**src/rtl/mem_access_ctrl.sv**
```systemverilog
// mem_access_ctrl: MEM-stage load/store unit driving a word-wide data memory.
// Byte-addressed requests become word reads, writes or read-modify-writes on big-endian lanes.
module mem_access_ctrl #(
    parameter int MEM_WORDS = 1048576,
    parameter int ADDR_W    = 32
) (
    input  logic              clk,
    input  logic              rst_n,
    input  logic              req_valid,
    output logic              req_ready,
    input  logic              req_write,
    input  logic [1:0]        req_size,
    input  logic              req_signed,
    input  logic [ADDR_W-1:0] req_addr,
    input  logic [31:0]       req_wdata,
    output logic              resp_valid,
    output logic              resp_err,
    output logic [31:0]       resp_rdata,
    output logic [ADDR_W-1:0] mem_address,
    output logic              mem_read_wire,
    output logic              mem_write_wire,
    output logic [31:0]       mem_write_data,
    input  logic [31:0]       mem_read_data
);

    typedef enum logic [2:0] {IDLE, RD, CAP, WR, RESP} state_t;

    state_t      r_state;
    logic        r_write;
    logic [1:0]  r_size;
    logic        r_signed;
    logic [1:0]  r_offset;
    logic [31:0] r_wdata;

    logic [ADDR_W-1:0] w_index;
    logic              w_err;
    logic [7:0]        w_byte;
    logic [15:0]       w_half;
    logic [31:0]       w_load;
    logic [31:0]       w_merge;

    assign w_index = req_addr >> 2;
    assign w_err   = (req_size == 2'b11)
                  || (req_size == 2'b01 && req_addr[0])
                  || (req_size == 2'b10 && req_addr[1:0] != 2'b00)
                  || (w_index >= ADDR_W'(MEM_WORDS));

    // Lane select and merge work on the latched request, so outputs never see req_* directly.
    // NOTE: every signal gets a value on every path through this block, so no latch is inferred.
    always_comb begin
        case (r_offset)
            2'd0:    w_byte = mem_read_data[31:24];
            2'd1:    w_byte = mem_read_data[23:16];
            2'd2:    w_byte = mem_read_data[15:8];
            default: w_byte = mem_read_data[7:0];
        endcase
        w_half = r_offset[1] ? mem_read_data[15:0] : mem_read_data[31:16];

        case (r_size)
            2'b00:   w_load = {{24{r_signed & w_byte[7]}}, w_byte};
            2'b01:   w_load = {{16{r_signed & w_half[15]}}, w_half};
            default: w_load = mem_read_data;
        endcase

        w_merge = mem_read_data;
        if (r_size == 2'b00) begin
            case (r_offset)
                2'd0:    w_merge[31:24] = r_wdata[7:0];
                2'd1:    w_merge[23:16] = r_wdata[7:0];
                2'd2:    w_merge[15:8]  = r_wdata[7:0];
                default: w_merge[7:0]   = r_wdata[7:0];
            endcase
        end else if (r_size == 2'b01) begin
            if (r_offset[1]) w_merge[15:0]  = r_wdata[15:0];
            else             w_merge[31:16] = r_wdata[15:0];
        end
    end

    // NOTE: state and outputs use non-blocking assignments so every flop samples pre-edge values.
    always_ff @(posedge clk or negedge rst_n) begin
        if (!rst_n) begin
            r_state        <= IDLE;
            req_ready      <= 1'b1;
            resp_valid     <= 1'b0;
            resp_err       <= 1'b0;
            resp_rdata     <= 32'd0;
            mem_address    <= '0;
            mem_read_wire  <= 1'b0;
            mem_write_wire <= 1'b0;
            mem_write_data <= 32'd0;
            r_write        <= 1'b0;
            r_size         <= 2'b00;
            r_signed       <= 1'b0;
            r_offset       <= 2'b00;
            r_wdata        <= 32'd0;
        end else begin
            case (r_state)
                IDLE: begin
                    if (req_valid) begin
                        req_ready   <= 1'b0;
                        r_write     <= req_write;
                        r_size      <= req_size;
                        r_signed    <= req_signed;
                        r_offset    <= req_addr[1:0];
                        r_wdata     <= req_wdata;
                        mem_address <= w_index;
                        if (w_err) begin
                            resp_valid <= 1'b1;
                            resp_err   <= 1'b1;
                            resp_rdata <= 32'd0;
                            r_state    <= RESP;
                        end else if (req_write && req_size == 2'b10) begin
                            mem_write_wire <= 1'b1;
                            mem_write_data <= req_wdata;
                            r_state        <= WR;
                        end else begin
                            mem_read_wire <= 1'b1;
                            r_state       <= RD;
                        end
                    end
                end
                RD: begin
                    mem_read_wire <= 1'b0;
                    r_state       <= CAP;
                end
                CAP: begin
                    if (r_write) begin
                        mem_write_wire <= 1'b1;
                        mem_write_data <= w_merge;
                        r_state        <= WR;
                    end else begin
                        resp_rdata <= w_load;
                        resp_valid <= 1'b1;
                        r_state    <= RESP;
                    end
                end
                WR: begin
                    mem_write_wire <= 1'b0;
                    resp_valid     <= 1'b1;
                    r_state        <= RESP;
                end
                RESP: begin
                    resp_valid <= 1'b0;
                    resp_err   <= 1'b0;
                    req_ready  <= 1'b1;
                    r_state    <= IDLE;
                end
                default: r_state <= IDLE;
            endcase
        end
    end

endmodule

```
**config.mk**
```make
export PLATFORM = sky130hd
export DESIGN_NAME = mem_access_ctrl
export DESIGN_NICKNAME = d
export VERILOG_FILES = /design/src/rtl/mem_access_ctrl.sv
export SDC_FILE = /design/constraint.sdc
export NUM_CORES = 1
export LEC_CHECK = 0
export CAP_MARGIN = 20
export CELL_PAD_IN_SITES_DETAIL_PLACEMENT = 1
export CELL_PAD_IN_SITES_GLOBAL_PLACEMENT = 2
export CORE_MARGIN = 8
export CORE_UTILIZATION = 26
export DETAILED_ROUTE_END_ITERATION = 8
export PLACE_DENSITY = 0.76
export SLEW_MARGIN = 0
export SYNTH_ARGS = -nofsm -noshare
export SYNTH_HDL_FRONTEND = slang
export SYNTH_SLANG_ARGS = --single-unit
```
**constraint.sdc**
```tcl
create_clock -name clk -period 1.9 [get_ports clk]
set_input_delay 0.285 -clock clk [delete_from_list [all_inputs] [get_ports clk]]
set_output_delay 0.285 -clock clk [all_outputs]
set_load 0.01 [all_outputs]
```
==> load_flow_metrics.sql, run 1 <==
INSERT INTO impl_metrics (metric_group, metric, value, unit) VALUES
('routing', 'drt_pre_antenna_iters', '4', ''),
('worst_setup_path', 'timing.critical_path.arrival', '2.13', 'ns'),
('place', 'dpl_worst_slack', '-0.5091', 'ns'),
('routing', 'post_drt_via_cell_ratio', '5.032', ''),
('timing', 'final_ws_setup', '0.06539', 'ns'),
('worst_setup_path', 'cp_data_required_time', '2.20', 'ns'),
('timing', 'final_number_of_setup_violating_endpoints', '0', ''),
('timing', 'final.hold.worst_slack', '0.4404', 'ns'),
('power', 'power.density_cell_area', '1042', 'mW/mm²'),
('yosys', 'syn_inst', '574', ''),
('layout', 'final-instance-count-excl-fill', '1144', ''),
('routing', 'detail_route.wirelength', '25.01', 'mm'),
('timing', 'max_slew.worst_pin.slew', '0.6210', 'ns'),
('clock_tree', 'htreeDepth', '4', ''),
('yosys', 'yosysUniqueCellTypes', '51', ''),
('timing', 'final_hold_viol_count', '0', ''),
('global_routing', 'grt_overflow', '0', ''),
('yosys', 'synth_edf_count', '0', ''),
('place', 'routability_congestion_estimate_from_global_placement', '0.8736', ''),
('worst_setup_path', 'criticalPathCategory', 'reg -> reg', ''),
('yosys', 'ys_warn_count', '0', ''),
('global_routing', 'grt_antenna_before_repair', '0', ''),
('floorplan', 'die_x', '170.4', 'µm'),
('worst_setup_path', 'critical_path_endpoint_category', 'register', ''),
('worst_setup_path', 'timing.critical_path.from_type', 'register', ''),
('clock_tree', 'cts.reportedPaths.clkPinSlew', '0.06', 'ns'),
('outcome', 'run_status', 'finished, final reports clean', ''),
('floorplan', 'rows', '56', ''),
('routing', 'dr_total_vias', '5757', ''),
('layout', 'finalNetCount', '915', ''),
('clock_tree', 'worstSkewPairLatency', '0.42', 'ns'),
('layout', 'post_route_cells_drive_above_1_share', '23.76', '%'),
('power', 'design_power_total', '10.07', 'mW'),
('floorplan', 'design.die.area', '0.02904', 'mm²'),
('power', 'power.ir.vdd_worst', '0.0005020', 'V'),
('yosys', 'ys_seq_area_share', '50.08', '%'),
('routing', 'remaining_drc_errors', '0', ''),
('timing', 'timing.fmax', '545.1', 'MHz'),
('clock_tree', 'cts_made_buffers', '17', ''),
('floorplan', 'die-height', '170.4', 'µm'),
('routing', 'routedWlPerCell', '21.86', 'µm'),
('clock_tree', 'clock-sinks', '124', ''),
('floorplan', 'io_pins', '204', ''),
('clock_tree', 'clock_tree.root_cell', 'clkbuf_16', ''),
('yosys', 'flip_flop_cell_with_the_highest_count_after_synthesis', 'dfrtp_1', ''),
('floorplan', 'initial_core_util', '26.41', '%'),
('layout', 'antenna-diode-count', '0', ''),
('clock_tree', 'clockBufferDepth', '2', ''),
('global_routing', 'grt_start_max_net_pins', '90', ''),
('place', 'port_buffers', '201', ''),
('clock_tree', 'cts_tree', 'built', ''),
('routing', 'detailedRoute.firstIterationViolations', '340', ''),
('timing', 'setup_tns', '0', 'ns'),
('global_routing', 'vias_in_the_first_global_route', '6355', ''),
('power', 'power.static_leakage', '3.899', 'nW'),
('timing', 'final_max_slew_viol_count', '0', ''),
('timing', 'clock-skew-final', '0.007245', 'ns'),
('floorplan', 'coreArea', '0.02347', 'mm²'),
('global_routing', 'grt_usage', '17.20', '%'),
('timing', 'timing.slew.headroom', '58.56', '%'),
('layout', 'fillerInstances', '2559', ''),
('yosys', 'post_synth_instance_area', '0.006198', 'mm²'),
('yosys', 'syn_area_per_cell', '10.80', 'µm²'),
('layout', 'areaGrowthSynthToFinish', '55.89', '%'),
('timing', 'layout_worst_path_cycle_share', '96.56', '%'),
('yosys', 'postSynth.asyncResetShare', '100.0', '%'),
('timing', 'post-route-min-period', '1.835', 'ns'),
('timing', 'grt_setup_unrepaired', 'true', ''),
('run', 'maxCapViolations', '0', ''),
('yosys', 'yosys_register_bits', '124', ''),
('min_path', 'hold_path_class', 'in -> async', ''),
('place', 'placedCellCount', '1109', ''),
('global_routing', 'wire_length_of_the_first_global_routing_pass', '38.50', 'mm'),
('routing', 'post_route_antenna_net_violation_count', '0', ''),
('worst_setup_path', 'crit_fanout', '9', ''),
('place', 'post-dp-hpwl', '19.54', 'mm');
## layout by cell type, fill, tap and decap left out, types with 4 or more instances in the layout
cell type	netlist	final
clkdlybuf4s50_1	0	200
dfrtp_1	123	122
mux2_2	60	60
buf_4	3	51
nor2_1	48	47
nand2_1	48	45
a21oi_1	31	31
nor3_1	22	22
o21ai_0	26	21
o221a_2	21	21
mux2i_1	19	19
o221ai_1	19	19
clkbuf_16	0	17
a221o_1	16	16
o22ai_1	10	10
buf_12	0	10
a22o_1	7	7
o211ai_1	7	7
nor2_2	5	6
o22a_1	6	6
o31a_1	6	6
inv_1	5	5
o21ai_1	0	5
clkinv_2	0	4
nand3_1	4	4
clkinv_4	0	4
buf_6	1	4
## metal layers
metal  part of all wire (%)  wire length [µm]  track usage [%]
met1                     43             10840            21.88
met2                     49             12220            28.44
met3                    6.3              1578            4.495
met4                    1.5               371            4.653
met5                      0                 0                0
## sequential cells by signal, summed over array words and instances (netlist names), 2 cells and up
name	cells
r_offset	2
mem_address	30
mem_write_data	32
r_state	3
resp_rdata	32
r_size	2
r_wdata	16
## logic make-up after synthesis
group	count (synthesis)	synth area share [%]
AOI/OAI and AO/OA	167	20.97
buffers and inverters	54	3.896
DFF	124	50.08
muxes	80	14.33
other	1	0.06050
and+or+nand+nor	148	10.66
## layout make-up
cell class | instances | area (µm²) | share of cell area [%]
clock buffer | 18 | 429.2 | 4.441
clock inverter | 14 | 171.4 | 1.774
inverter | 6 | 23.77 | 0.2460
multi-input combinational | 397 | 2894 | 29.95
sequential | 124 | 3105 | 32.14
tap | 319 | 399.1 | 4.131
timing repair buffer | 266 | 2640 | 27.32
## through the flow
stage	instance area [µm²]	utilization [%]
finish	9663	41.17
global route	9663	41.17
CTS	9619	40.98
detailed placement	8987	38.29
global placement	8987	38.29
floorplan	6202	-
## cells in the mapped netlist (all sizes together) (2+ instances only)
master | instances | area, µm²
nor2b | 3 | 18.77
mux2 | 60 | 675.7
or2 | 2 | 12.52
nand2b | 3 | 18.77
o211ai | 7 | 52.55
nor2 | 53 | 211.5
and2 | 3 | 18.77
o2111ai | 3 | 26.28
o22ai | 10 | 62.56
buf | 22 | 120.1
o221ai | 19 | 166.4
mux2i | 19 | 190.2
o31a | 6 | 52.55
a22o | 7 | 61.31
clkbuf | 26 | 98.84
o221a | 21 | 236.5
a21oi | 31 | 155.2
o21ai | 26 | 130.1
nor3b | 2 | 15.01
nand2 | 48 | 180.2
inv | 5 | 18.77
nand3b | 2 | 15.01
o31ai | 3 | 22.52
and3 | 2 | 12.51
nand3 | 4 | 20.02
o21a | 2 | 15.01
dfrtp | 123 | 3078
nor3 | 22 | 110.1
nor4 | 2 | 12.51
a21o | 2 | 15.01
o22a | 6 | 52.55
a221o | 16 | 160.2
a2bb2oi | 2 | 17.52
## where the power goes
group	switching (mW)	internal, mW
clock	1.25	2.06
sequential	0.415	3.18
combinational	1.32	1.83
total	2.99	7.07
## critical path: stages, from the launching register on
cell	delay [ns]
dfrtp_2	0.46
mux4_2	0.54
nor2_1	0.18
a2111oi_4	0.08
buf_4	0.18
a221o_1	0.27
## worst paths after layout
check                                   start                 to  slack, ns  depth (start not counted)
worst max-delay path              r_offset[1]     resp_rdata[21]       0.07                          5
min in group clk                 req_addr[17]    mem_address[15]       0.48                          2
worst min register to register  resp_rdata[6]      resp_rdata[6]       0.49                          2
worst max register to register    r_offset[1]     resp_rdata[21]       0.07                          5
worst min-delay path                    rst_n  mem_write_data[9]       0.44                          3
max in group asynchronous               rst_n     resp_rdata[26]       1.00                          3
## timing repair
item | in CTS | in global routing
pin swaps | 1 | 0
hold endpoints to repair | 123 | 0
setup buffers | 2 | 0
endpoints found under the setup margin | 45 | 46
hold buffers | 1 | 0
gates resized for setup | 5 | 14
Power figures use the tool's default switching activity.
==> inputs of run 2 (changes only) <==
--- a/config.mk
+++ b/config.mk
@@ -11,6 +11,7 @@
 export CORE_MARGIN = 8
 export CORE_UTILIZATION = 26
 export DETAILED_ROUTE_END_ITERATION = 8
+export GPL_ROUTABILITY_DRIVEN = 0
 export PLACE_DENSITY = 0.76
 export SLEW_MARGIN = 0
 export SYNTH_ARGS = -nofsm -noshare
==> load_flow_metrics.sql, run 2 (same netlist as run 1, synthesis figures left out) <==
INSERT INTO impl_metrics (metric_group, metric, value, unit) VALUES
('layout', 'fin_util', '41.20', '%'),
('worst_setup_path', 'timing.critical_path.from_type', 'register', ''),
('global_routing', 'grt_start_max_net_pins', '35', ''),
('run', 'maxCapViolations', '0', ''),
('layout', 'finalNetCount', '915', ''),
('timing', 'max_slew.worst_pin.slew', '0.5970', 'ns'),
('timing', 'final_ws_setup', '0.05331', 'ns'),
('routing', 'routedWlPerCell', '21.92', 'µm'),
('power', 'power.ir.vdd_worst', '0.0005122', 'V'),
('clock_tree', 'clock_tree.root_cell', 'clkbuf_16', ''),
('timing', 'final_hold_viol_count', '0', ''),
('floorplan', 'rows', '56', ''),
('clock_tree', 'cts.reportedPaths.clkPinSlew', '0.06', 'ns'),
('global_routing', 'grt_antenna_before_repair', '0', ''),
('routing', 'detail_route.wirelength', '25.08', 'mm'),
('power', 'power.static_leakage', '3.897', 'nW'),
('outcome', 'run_status', 'finished, final reports clean', ''),
('global_routing', 'wire_length_of_the_first_global_routing_pass', '38.64', 'mm'),
('layout', 'layout_commonest_cell', 'clkdlybuf4s50_1', ''),
('clock_tree', 'worstSkewPairLatency', '0.42', 'ns'),
('timing', 'layout_worst_path_cycle_share', '97.19', '%'),
('place', 'dpl_worst_slack', '-0.4387', 'ns'),
('clock_tree', 'htreeDepth', '4', ''),
('timing', 'setup_tns', '0', 'ns'),
('floorplan', 'die-height', '170.4', 'µm'),
('place', 'port_buffers', '201', ''),
('timing', 'grt_setup_unrepaired', 'false', ''),
('worst_setup_path', 'crit_fanout', '16', ''),
('power', 'power.density_cell_area', '1040', 'mW/mm²'),
('layout', 'areaGrowthSynthToFinish', '56.02', '%'),
('timing', 'timing.fmax', '541.5', 'MHz'),
('routing', 'remaining_drc_errors', '0', ''),
('timing', 'post-route-min-period', '1.847', 'ns'),
('global_routing', 'vias_in_the_first_global_route', '6626', ''),
('min_path', 'hold_path_class', 'in -> async', ''),
('floorplan', 'die_x', '170.4', 'µm'),
('place', 'post-dp-hpwl', '19.70', 'mm'),
('worst_setup_path', 'criticalPathCategory', 'reg -> reg', ''),
('worst_setup_path', 'cp_data_required_time', '2.19', 'ns'),
('routing', 'dr_total_vias', '5845', ''),
('floorplan', 'io_pins', '204', ''),
('layout', 'biggest_registers_after_layout', 'mem_write_data x32, resp_rdata x32, mem_address x30', ''),
('timing', 'final_max_slew_viol_count', '0', ''),
('clock_tree', 'clock-sinks', '124', ''),
('clock_tree', 'cts_tree', 'built', ''),
('routing', 'post_drt_via_cell_ratio', '5.109', ''),
('layout', 'post_route_cells_drive_above_1_share', '23.76', '%'),
('routing', 'detailedRoute.firstIterationViolations', '332', ''),
('routing', 'drt_pre_antenna_iters', '5', ''),
('floorplan', 'coreArea', '0.02347', 'mm²'),
('floorplan', 'design.die.area', '0.02904', 'mm²'),
('worst_setup_path', 'timing.critical_path.arrival', '2.14', 'ns'),
('clock_tree', 'clockBufferDepth', '2', ''),
('clock_tree', 'cts_made_buffers', '17', ''),
('timing', 'clock-skew-final', '0.009517', 'ns'),
('global_routing', 'grt_overflow', '0', ''),
('layout', 'most-common-layout-cells', 'clkdlybuf4s50_1 (200), dfrtp_1 (121), mux2_2 (60)', ''),
('timing', 'timing.slew.headroom', '60.16', '%'),
('timing', 'final_number_of_setup_violating_endpoints', '0', ''),
('layout', 'antenna-diode-count', '0', ''),
('power', 'design_power_total', '10.05', 'mW'),
('routing', 'post_route_antenna_net_violation_count', '0', ''),
('global_routing', 'grt_usage', '17.30', '%'),
('floorplan', 'initial_core_util', '26.41', '%'),
('worst_setup_path', 'critical_path_endpoint_category', 'register', '');
==> run 2: cell types whose count changed in the layout (fill, tap and decap cells not counted), sizes merged <==
cell      delta
clkinv       -2
clkinvlp     +2
bufinv       -1
clkbuf       +1
==> run 2: critical path, cell delays in order, from the launching register on <==
cell,delay [ns]
dfrtp_2,0.45
mux4_2,0.54
nor2_1,0.20
a2111oi_4,0.09
buf_12,0.16
a221o_1,0.27
==> run 2: path summary, 6_finish.rpt <==
kind,startpoint,end,slack [ns],cells after the start
min,rst_n,mem_write_data[15],0.36,2
max reg2reg,r_offset[1],resp_rdata[28],0.05,5
min in group clk,req_addr[13],mem_address[11],0.47,2
max,r_offset[1],resp_rdata[28],0.05,5
max in group asynchronous,rst_n,req_ready,0.95,3
min reg2reg,resp_rdata[6],resp_rdata[6],0.48,2
==> run 2: through the flow <==
| stage | hold WS [ns] | instance area [µm²] | std cells |
|---|---|---|---|
| 2_1_floorplan | -0.01059 | 6202 | 575 |
| 5_1_grt | 0.3949 | 9671 | 1144 |
| 4_1_cts | 0.3751 | 9642 | 1144 |
| 6_report | 0.3643 | 9671 | 1144 |
| 3_3_place_gp | 0.2472 | 9007 | 1110 |
| 3_5_place_dp | 0.2588 | 9007 | 1110 |
==> run 2: cell type report <==
| cell class | count | area [µm²] |
|---|---|---|
| clock buffers | 19 | 452.9 |
| multi-input cells | 397 | 2880 |
| flip-flops and latches | 124 | 3107 |
| repair buffers | 266 | 2665 |
| clock inverters | 13 | 142.6 |
| inverters | 6 | 23.77 |
| fillers | 2531 | 13800 |
| well taps | 319 | 399.1 |
==> run 2: per-layer routing <==
layer / track usage (%) / vias up / share of wire [%]
met5: 0 / - / 0
li1: - / 2645 / -
met3: 5.005 / 46 / 7.2
met4: 7.246 / 0 / 3.0
met1: 21.08 / 2940 / 42
met2: 28.20 / 214 / 48
==> run 2: where the power goes <==
part	leakage (nW)	internal [mW]	switching, mW
logic	2.11	1.84	1.34
clock network	0.278	2.00	1.27
registers	1.51	3.18	0.414
==> run 2: what timing repair did <==
action / 4_1_cts / 5_1_grt
gates resized for setup: 5 / 11
setup buffers: 1 / 0
hold buffers: 1 / 0
endpoints found under the setup margin: 22 / 49
hold endpoints to repair: 24 / 0
pin swaps: 1 / 0
